===== src/rtl/if_stage_pkg.sv =====
// Shared types and constants for the instruction-fetch stage.
package if_stage_pkg;

  localparam int unsigned RegBus = 64;

  localparam logic [RegBus-1:0] PcStart = 64'h0000_0000_8000_0000;
  localparam logic [31:0]       InstNop = 32'h0000_0013;

  // Fetch FSM encodings; IfHalt is only reachable with IF_MISALIGN_TRAP_EN.
  typedef enum logic [1:0] {
    IfReq  = 2'b00,
    IfWait = 2'b01,
    IfHold = 2'b10,
    IfHalt = 2'b11
  } if_state_e;

  // Next-PC mux select.
  typedef enum logic [1:0] {
    PcKeep     = 2'b00,
    PcInc      = 2'b01,
    PcRedirect = 2'b10
  } pc_sel_e;

endpackage


===== src/rtl/if_stage_if.sv =====
// Instruction-memory port: one request channel plus a response channel.
interface if_stage_if;
  import if_stage_pkg::*;

  logic              if_req_valid;
  logic              if_req_ready;
  logic [RegBus-1:0] if_req_addr;
  logic              if_rsp_valid;
  logic [31:0]       if_rsp_data;

  modport master (
    output if_req_valid, if_req_addr,
    input  if_req_ready, if_rsp_valid, if_rsp_data
  );

  modport slave (
    input  if_req_valid, if_req_addr,
    output if_req_ready, if_rsp_valid, if_rsp_data
  );

endinterface


===== src/rtl/if_pc_gen.sv =====
// Combinational next-PC mux: hold, sequential +4, or redirect target.
// With IF_MISALIGN_TRAP_EN the target is taken verbatim and misalignment is flagged;
// otherwise target bits [1:0] are cleared and the flag is constant 0.
module if_pc_gen
  import if_stage_pkg::*;
(
  input  pc_sel_e           sel_i,
  input  logic [RegBus-1:0] pc_i,
  input  logic [RegBus-1:0] addr_i,
  input  logic [RegBus-1:0] target_i,
  output logic [RegBus-1:0] pc_o,
  output logic              misalign_o
);

  logic [RegBus-1:0] target_eff;

`ifdef IF_MISALIGN_TRAP_EN
  assign target_eff = target_i;
  assign misalign_o = |target_i[1:0];
`else
  assign target_eff = target_i & ~64'd3;
  assign misalign_o = 1'b0;
`endif

  // Select the value loaded into the PC register next cycle.
  always_comb begin
    pc_o = pc_i;
    unique case (sel_i)
      PcKeep:     pc_o = pc_i;
      PcInc:      pc_o = addr_i + 64'd4;
      PcRedirect: pc_o = target_eff;
      default:    pc_o = pc_i;
    endcase
  end

endmodule


===== src/rtl/if_stage.sv =====
// Instruction-fetch stage: one outstanding fetch, holds the returned word until
// decode accepts it, and squashes stale fetches on redirect.
// Optional feature macro: IF_MISALIGN_TRAP_EN (misaligned redirect halts fetch).
module if_stage
  import if_stage_pkg::*;
#(
  parameter logic [RegBus-1:0] RESET_PC = PcStart
) (
  input  logic              clk,
  input  logic              rst,
  input  logic              redirect_valid,
  input  logic [RegBus-1:0] redirect_target,
  input  logic              id_ready,
  if_stage_if.master        imem_io,
  output logic              inst_valid,
  output logic [31:0]       inst,
  output logic [RegBus-1:0] inst_addr,
  output logic              fetch_misalign
);

  if_state_e         state_q, state_d;
  logic [RegBus-1:0] pc_q, pc_d;
  logic [RegBus-1:0] addr_q, addr_d;
  logic [31:0]       inst_q, inst_d;
  logic              drop_q, drop_d;
  pc_sel_e           pc_sel;
  logic              tgt_misalign;
  logic              handshake;

  if_pc_gen u_pc_gen (
    .sel_i      (pc_sel),
    .pc_i       (pc_q),
    .addr_i     (addr_q),
    .target_i   (redirect_target),
    .pc_o       (pc_d),
    .misalign_o (tgt_misalign)
  );

  // State-decoded outputs; request is suppressed while reset is asserted.
  always_comb begin
    imem_io.if_req_valid = (state_q == IfReq) && !rst;
    imem_io.if_req_addr  = pc_q;
    inst_valid           = (state_q == IfHold);
    inst                 = inst_valid ? inst_q : InstNop;
    inst_addr            = addr_q;
  end

  assign handshake = imem_io.if_req_valid && imem_io.if_req_ready;

`ifdef IF_MISALIGN_TRAP_EN
  logic misalign_q, misalign_d;
  assign fetch_misalign = misalign_q;
`else
  assign fetch_misalign = tgt_misalign;
`endif

  // Next-state logic; redirect wins over decode acceptance and response capture.
  always_comb begin
    state_d = state_q;
    addr_d  = addr_q;
    inst_d  = inst_q;
    drop_d  = drop_q;
    pc_sel  = PcKeep;
`ifdef IF_MISALIGN_TRAP_EN
    misalign_d = misalign_q;
`endif
    unique case (state_q)
      IfReq: begin
        if (redirect_valid) pc_sel = PcRedirect;
        if (handshake) begin
          addr_d  = pc_q;
          state_d = IfWait;
          // Old address already accepted; its data must be thrown away.
          drop_d  = redirect_valid;
        end
      end
      IfWait: begin
        if (redirect_valid) begin
          pc_sel = PcRedirect;
          if (imem_io.if_rsp_valid) begin
            drop_d  = 1'b0;
            state_d = IfReq;
          end else begin
            drop_d = 1'b1;
          end
        end else if (imem_io.if_rsp_valid) begin
          if (drop_q) begin
            drop_d  = 1'b0;
            state_d = IfReq;
          end else begin
            inst_d  = imem_io.if_rsp_data;
            state_d = IfHold;
          end
        end
      end
      IfHold: begin
        if (redirect_valid) begin
          pc_sel  = PcRedirect;
          state_d = IfReq;
        end else if (id_ready) begin
          pc_sel  = PcInc;
          state_d = IfReq;
        end
      end
      default: begin
`ifdef IF_MISALIGN_TRAP_EN
        state_d = IfHalt;
`else
        state_d = IfReq;
`endif
      end
    endcase
`ifdef IF_MISALIGN_TRAP_EN
    // A misaligned redirect parks the stage until reset; in-flight data is ignored.
    if (state_q != IfHalt && redirect_valid && tgt_misalign) begin
      state_d    = IfHalt;
      misalign_d = 1'b1;
      drop_d     = 1'b0;
      pc_sel     = PcKeep;
    end
`endif
  end

  // State registers with synchronous active-high reset.
  always_ff @(posedge clk) begin
    if (rst) begin
      state_q <= IfReq;
      pc_q    <= RESET_PC;
      addr_q  <= '0;
      inst_q  <= InstNop;
      drop_q  <= 1'b0;
`ifdef IF_MISALIGN_TRAP_EN
      misalign_q <= 1'b0;
`endif
    end else begin
      state_q <= state_d;
      pc_q    <= pc_d;
      addr_q  <= addr_d;
      inst_q  <= inst_d;
      drop_q  <= drop_d;
`ifdef IF_MISALIGN_TRAP_EN
      misalign_q <= misalign_d;
`endif
    end
  end

endmodule


===== src/flat_wrapper.sv =====
// flat-port wrapper written by rule: the top's interface ports become plain ports
module if_stage_flat import if_stage_pkg::*;
#(
  parameter logic [RegBus-1:0] RESET_PC = PcStart
)
  (clk, rst, redirect_valid, redirect_target, id_ready, inst_valid, inst, inst_addr, fetch_misalign, imem_io_if_req_valid, imem_io_if_req_addr, imem_io_if_req_ready, imem_io_if_rsp_valid, imem_io_if_rsp_data);
  if_stage_if imem_io_i ();
  input  logic clk;
  input  logic rst;
  input  logic redirect_valid;
  input  logic [RegBus-1:0] redirect_target;
  input  logic id_ready;
  output logic inst_valid;
  output logic [31:0] inst;
  output logic [RegBus-1:0] inst_addr;
  output logic fetch_misalign;
  output wire logic [$bits(imem_io_i.if_req_valid)-1:0] imem_io_if_req_valid;
  output wire logic [$bits(imem_io_i.if_req_addr)-1:0] imem_io_if_req_addr;
  input wire logic [$bits(imem_io_i.if_req_ready)-1:0] imem_io_if_req_ready;
  input wire logic [$bits(imem_io_i.if_rsp_valid)-1:0] imem_io_if_rsp_valid;
  input wire logic [$bits(imem_io_i.if_rsp_data)-1:0] imem_io_if_rsp_data;
  assign imem_io_if_req_valid = imem_io_i.if_req_valid;
  assign imem_io_if_req_addr = imem_io_i.if_req_addr;
  assign imem_io_i.if_req_ready = imem_io_if_req_ready;
  assign imem_io_i.if_rsp_valid = imem_io_if_rsp_valid;
  assign imem_io_i.if_rsp_data = imem_io_if_rsp_data;
  if_stage #(.RESET_PC(RESET_PC)) u_core (.clk(clk), .rst(rst), .redirect_valid(redirect_valid), .redirect_target(redirect_target), .id_ready(id_ready), .imem_io(imem_io_i), .inst_valid(inst_valid), .inst(inst), .inst_addr(inst_addr), .fetch_misalign(fetch_misalign));
endmodule

===== config.mk =====
export PLATFORM = sky130hd
export DESIGN_NAME = if_stage_flat
export DESIGN_NICKNAME = d
export VERILOG_FILES = /design/src/rtl/if_stage_pkg.sv /design/src/rtl/if_stage_if.sv /design/src/rtl/if_pc_gen.sv /design/src/rtl/if_stage.sv /design/src/flat_wrapper.sv
export SDC_FILE = /design/constraint.sdc
export NUM_CORES = 1
export LEC_CHECK = 0
export BUFFER_PORTS_ARGS = -buffer_cell sky130_fd_sc_hd__clkbuf_2
export CAP_MARGIN = 15
export CORE_MARGIN = 5
export CORE_UTILIZATION = 37
export DETAILED_ROUTE_END_ITERATION = 16
export SLEW_MARGIN = 25
export SYNTH_ARGS = -nofsm -noshare
export SYNTH_HDL_FRONTEND = slang
export SYNTH_HIERARCHICAL = 1
export SYNTH_SLANG_ARGS = --single-unit

===== constraint.sdc =====
create_clock -name clk -period 2.6 [get_ports clk]
set_clock_uncertainty 0.2 [all_clocks]
set_input_delay 0.13 -clock clk [delete_from_list [all_inputs] [get_ports clk]]
set_output_delay 0.13 -clock clk [all_outputs]
set_load 0.02 [all_outputs]

Word-level counts from Yosys, hierarchy flattened. Cells that the tools add are included.

Reduce and logical (&&, ||, !) cells: 11. Bitwise logic cells: 2. $add $sub $neg: 1. Div/mod/pow operators: 0. $lt $le $gt $ge: 0. Multiply operators: 0. Shifts and indexed selects: 0. Equal/unequal tests: 8. Mux-type cells: 19.

Operator list (count): $pmux W64 S2 (1); $add A64 B3 Y64 const B (1); $mux W32 (1); $mux W2 (9); $ne A3 B3 Y1 const B (2); $pmux W2 S3 (1); $reduce_and A3 Y1 (2); $mux W1 (5); $eq A2 B1 Y1 const B (2); $eq A2 B2 Y1 const B (2); $pmux W2 S2 (1); $reduce_and A4 Y1 (1); $reduce_bool A2 Y1 (2); $logic_and A1 B1 Y1 (2); $logic_not A2 Y1 (1); $ne A2 B1 Y1 const B (1); $ne A2 B2 Y1 const B (1); $not A1 Y1 (2); $pmux W1 S2 (1); $reduce_and A2 Y1 (1); $reduce_or A2 Y1 (1); $logic_not A1 Y1 (1).

Bits in writable memories: 0. Bits in latches: 0. Memories kept: 0. Bits in registers: 163. ROM bits: 0. Output and inout port bits: 163.

Depth between registers and ports, before layout.
Depth in word-level cells: 5. Depth in mapped cells: 11. Mapped depth without buffers: 11.

Cells and area by module. Netlist, hierarchy kept.

Modules (own cells, without submodules): if_stage (cells each 607, sequential area each 3263.1 sq um, instances 1, area each 5886.9 sq um); if_pc_gen (cells each 371, sequential area each 0.0 sq um, instances 1, area each 2314.7 sq um).

Least setup slack after synthesis. Ideal clock, no wire load.

Kind: register -> register. Start point: register u_core.state_q[1]. End point: register u_core.pc_q[31] (netlist: u_core/imem_io.if_req_addr[31]). Slack: -0.097 ns. Setup time: 0.123 ns. Data required time: 2.277 ns. Cell stages (with the launch flop): 9. Arrival time: 2.374 ns. Path through: dfxtp_1 inv_1 nor4b_1 inv_1 ha_1 clkbuf_1 clkbuf_1 o221ai_1 or2_2.

Longest elaborated chain between the ends: 5. Elaborated cells between the ends (all ways): 9. Those cells by class: eq/ne: 4; mux: 2; reduce/logical: 3.

Ends and longest elaborated chain: from (decl) (RTL line if_stage.sv:21) `if_state_e state_q, state_d;`; from (signal assigned) (RTL line if_stage.sv:127) `state_q <= IfReq;`; from (signal assigned) (RTL line if_stage.sv:136) `state_q <= state_d;`; $eq A2 B1 Y1 or $logic_not A2 Y1 (tied branches) (RTL line if_stage.sv:67) `unique case (state_q)`; $reduce_or A2 Y1 (no source line); $pmux W2 S2 (*) (RTL line if_stage.sv:67); net u_core.pc_sel[0] (RTL line if_stage.sv:26) `pc_sel_e pc_sel;`; $eq A2 B2 Y1 or $eq A2 B1 Y1 (tied branches) (RTL line if_pc_gen.sv:28) `unique case (sel_i)`; $pmux W64 S2 (*) (RTL line if_pc_gen.sv:28); net u_core.pc_d[31] (RTL line if_stage.sv:22) `logic [RegBus-1:0] pc_q, pc_d;`; to (signal assigned) (RTL line if_stage.sv:137) `pc_q <= pc_d;`; to (decl) (RTL line if_stage.sv:22).

Mark *: on every way through the listed nets, which the timed path passes. The rest lies on a longest branch. A chain may end at the register's enable or synchronous reset.

Final worst setup path.
Start point: register u_core.addr_q[46] (netlist: u_core/inst_addr[46]). End point: register u_core.pc_q[54] (netlist: u_core/imem_io.if_req_addr[54]).

Longest elaborated chain between the ends: 2.

Ends and longest elaborated chain: from (decl) (RTL line if_stage.sv:23) `logic [RegBus-1:0] addr_q, addr_d;`; from (signal assigned) (RTL line if_stage.sv:138) `addr_q <= addr_d;`; $add A64 B3 Y64 (RTL line if_pc_gen.sv:30) `PcInc: pc_o = addr_i + 64'd4;`; $pmux W64 S2 (RTL line if_pc_gen.sv:28); net u_core.pc_d[54] (RTL line if_stage.sv:22).

The timed path passes the listed nets, and every way through them passes these cells.

==> results_dict.tcl <==
set metrics [dict create \
    drt_iter0_markers 506 \
    cap_viol_max_count 0 \
    syn2layout_area_growth_pct 44.1 \
    routed_wl_um 27000 \
    wire_per_inst_um 16.3 \
    switching_share 0.254 \
    ir_drop_v 0.000374 \
    synth_area_leaders "dfxtp_1 (40%), nand2b_1 (9.3%), o21ai_0 (6.5%), nor2b_1 (5.0%), a22oi_1 (4.9%)" \
    drv_slew 0 \
    grt_pass1_wl_um 43900 \
    start_kind "register" \
    vias_per_cell 4.98 \
    syn-num-nets 1083 \
    synth-seq-area-share 0.398 \
    drive_above_1_share 0.282 \
    tightest_slew_ns 0.732 \
    timing.hold.ws_ns 0.0638 \
    fillers 2069 \
    grt_pass1_vias 8230 \
    pwr-share-comb 0.130 \
    root_buffer "clkbuf_16" \
    intPower_mw 4.50 \
    crit_fanout 7 \
    synth_ff_type "dfxtp_1" \
    io_buffers 261 \
    async_flop_share 0 \
    timing.final.hold_violations 0 \
    postRouteAntennaNets 0 \
    maxSlewHeadroom 0.512 \
    first_pass_iters 5 \
    drc 0 \
    clk_latency_ns 0.42 \
    power.switching_mw 1.53 \
    setup_violations 0 \
    grt_use_total 0.208 \
    cts_tree "built" \
    critical_path_arrival_ns 2.52 \
    synth_top_area_cell "dfxtp_1" \
    clk_path_buf_depth 2 \
    syn-cell-area_um2 8200 \
    endpoint_kind "register" \
    status "finished, final reports clean" \
    cts.sinks 163 \
    synth_top_area_frac 0.398 \
    vias 8224 \
    post-route-min-period_ns 2.43 \
    final_cell_mix "clkbuf_2 (260), dfxtp_1 (162), nand2b_1 (122)" \
    fp-row-count 54 \
    initial_core_util 0.376 \
    max_freq_mhz 411 \
    dieArea_um2 25200 \
    yosys_warnings 6 \
    place_congestion 0.799 \
    overflow 0 \
    p_leak_nw 4.78 \
    worst_ep_required_time_ns 2.68 \
    antenna_found_initial 1 \
    syn_inst 978 \
    clk_pin_slew_ns 0.06 \
    hp-class "input pin to register" \
    rsz0062_at_grt "false" \
    die_w_um 159 \
    total_power_mw 6.03 \
    p_seq_frac 0.439 \
    ioPinCount 265 \
    grt_max_degree 197 \
    numCtsBuffers 17 \
    synth_cell_type_count 49 \
    synth_edf_count 0 \
    core_area_um2 21800 \
    critical_path_class "register to register" \
    dp_hpwl_um 18600 \
    powerDensity_nw_per_um2 510 \
    clockPowerShare 0.431 \
    finalNetCount 1464 \
    final_common_cell "clkbuf_2" \
    die_h_um 159 \
    h-tree-depth 4 \
    synth_area_per_cell_um2 8.39 \
    post-route-period-util 0.936 \
    synth-seq-cells 163 \
]
-- layout make-up --
cell class / count / area (um^2) / share of cell area
clock buffers: 19 / 443 / 0.0375
repair buffers: 429 / 2920 / 0.247
diodes: 1 / 2.50 / 0.000212
well taps: 280 / 350 / 0.0296
multi-input cells: 732 / 4620 / 0.391
inverters: 16 / 60.1 / 0.00508
clock inverters: 12 / 158 / 0.0133
flip-flops and latches: 163 / 3260 / 0.276
-- cell families (layout without fill, tap and decap cells) --
family | after synthesis | in the layout | synth area share
buffers and inverters | 83 | 476 | 0.0458
adders and majority gates | 3 | 3 | 0.00458
AOI/OAI and AO/OA | 192 | 192 | 0.140
xor gates and xnor gates | 59 | 59 | 0.0630
muxes | 33 | 33 | 0.0404
and+or+nand+nor | 444 | 444 | 0.308
DFF | 163 | 163 | 0.398
other | 1 | 2 | 0.000457
-- flip-flops by register name, summed over array words and instances, names as in the netlist --
signal / flops
u_core/imem_io.if_req_addr: 64
u_core/drop_q: 1
u_core/inst_q: 32
u_core/state_q: 2
u_core/inst_addr: 64
-- metal layers --
layer	global-route usage	part of all wire	up-vias
met2	0.332	0.47	248
met4	0.0853	0.034	0
li1	-	-	4090
met3	0.0503	0.056	58
met1	0.270	0.44	3828
met5	0	0	-
-- through the flow --
step / cells / utilization / instance area [um^2] / setup slack [ns] / setup TNS, ns
after floorplan: 978 / - / 8200 / 0.0614 / 0
after detailed placement: 1517 / 0.465 / 10100 / -0.0436 / -0.0436
final: 1652 / 0.542 / 11800 / 0.165 / 0
after global placement: 1517 / 0.465 / 10100 / 0.0287 / 0
after global routing: 1652 / 0.542 / 11800 / 0.0174 / 0
after CTS: 1649 / 0.539 / 11800 / 0.0494 / 0
-- power by group through the flow --
stage | Combinational, mW | Sequential (mW) | Clock, mW
global placement | 0.658 | 2.70 | 0
finish | 0.784 | 2.65 | 2.59
floorplan | 0.306 | 2.78 | 0
global route | 0.852 | 2.66 | 2.78
detailed placement | 0.660 | 2.70 | 0
CTS | 0.784 | 2.65 | 2.66
-- synth_stat cells (3+ instances only) --
cell / n
and3_1: 8
and2_1: 31
buf_2: 9
mux2i_1: 32
nor2_1: 25
nand3_1: 16
nor4_1: 10
nand2b_1: 122
a22oi_1: 54
nand2_1: 106
nand4_1: 20
nor3_1: 17
clkbuf_1: 46
or3_1: 5
buf_6: 5
dfxtp_1: 163
a221oi_1: 3
clkbuf_2: 3
xnor2_1: 34
nand3_2: 4
buf_4: 3
a21oi_1: 4
o21ai_1: 14
nor4_4: 3
inv_1: 16
nor2b_1: 65
o21ai_0: 106
o221ai_1: 4
ha_1: 3
xor2_1: 25
-- path summary, 6_finish.rpt --
path                                                  endpoint  slack (ns)                      startpoint  cells past startpoint
worst max-delay path            u_core/imem_io.if_req_addr[54]        0.17            u_core/inst_addr[46]                      7
worst min-delay path                             u_core/drop_q        0.06            imem_io_if_req_ready                      4
worst max register to register  u_core/imem_io.if_req_addr[54]        0.17            u_core/inst_addr[46]                      7
worst min register to register            u_core/inst_addr[60]        0.26  u_core/imem_io.if_req_addr[60]                      2
-- timing repair --
item                       in CTS  in global routing
hold buffers                  101                  0
hold endpoints to repair       98                  0
gates resized for setup         1                  7
setup endpoints to repair       1                 17
pin swaps                       0                  2
setup buffers                   0                  2
-- critical path: stages (launching register included) --
cell	delay, ns
dfxtp_1	0.49
nand3_1	0.27
or3_1	0.40
or3_1	0.37
nor3_2	0.22
xnor2_1	0.16
o21ai_1	0.07
nor2b_1	0.13
Note: power is estimated with default switching activity, not from simulation.
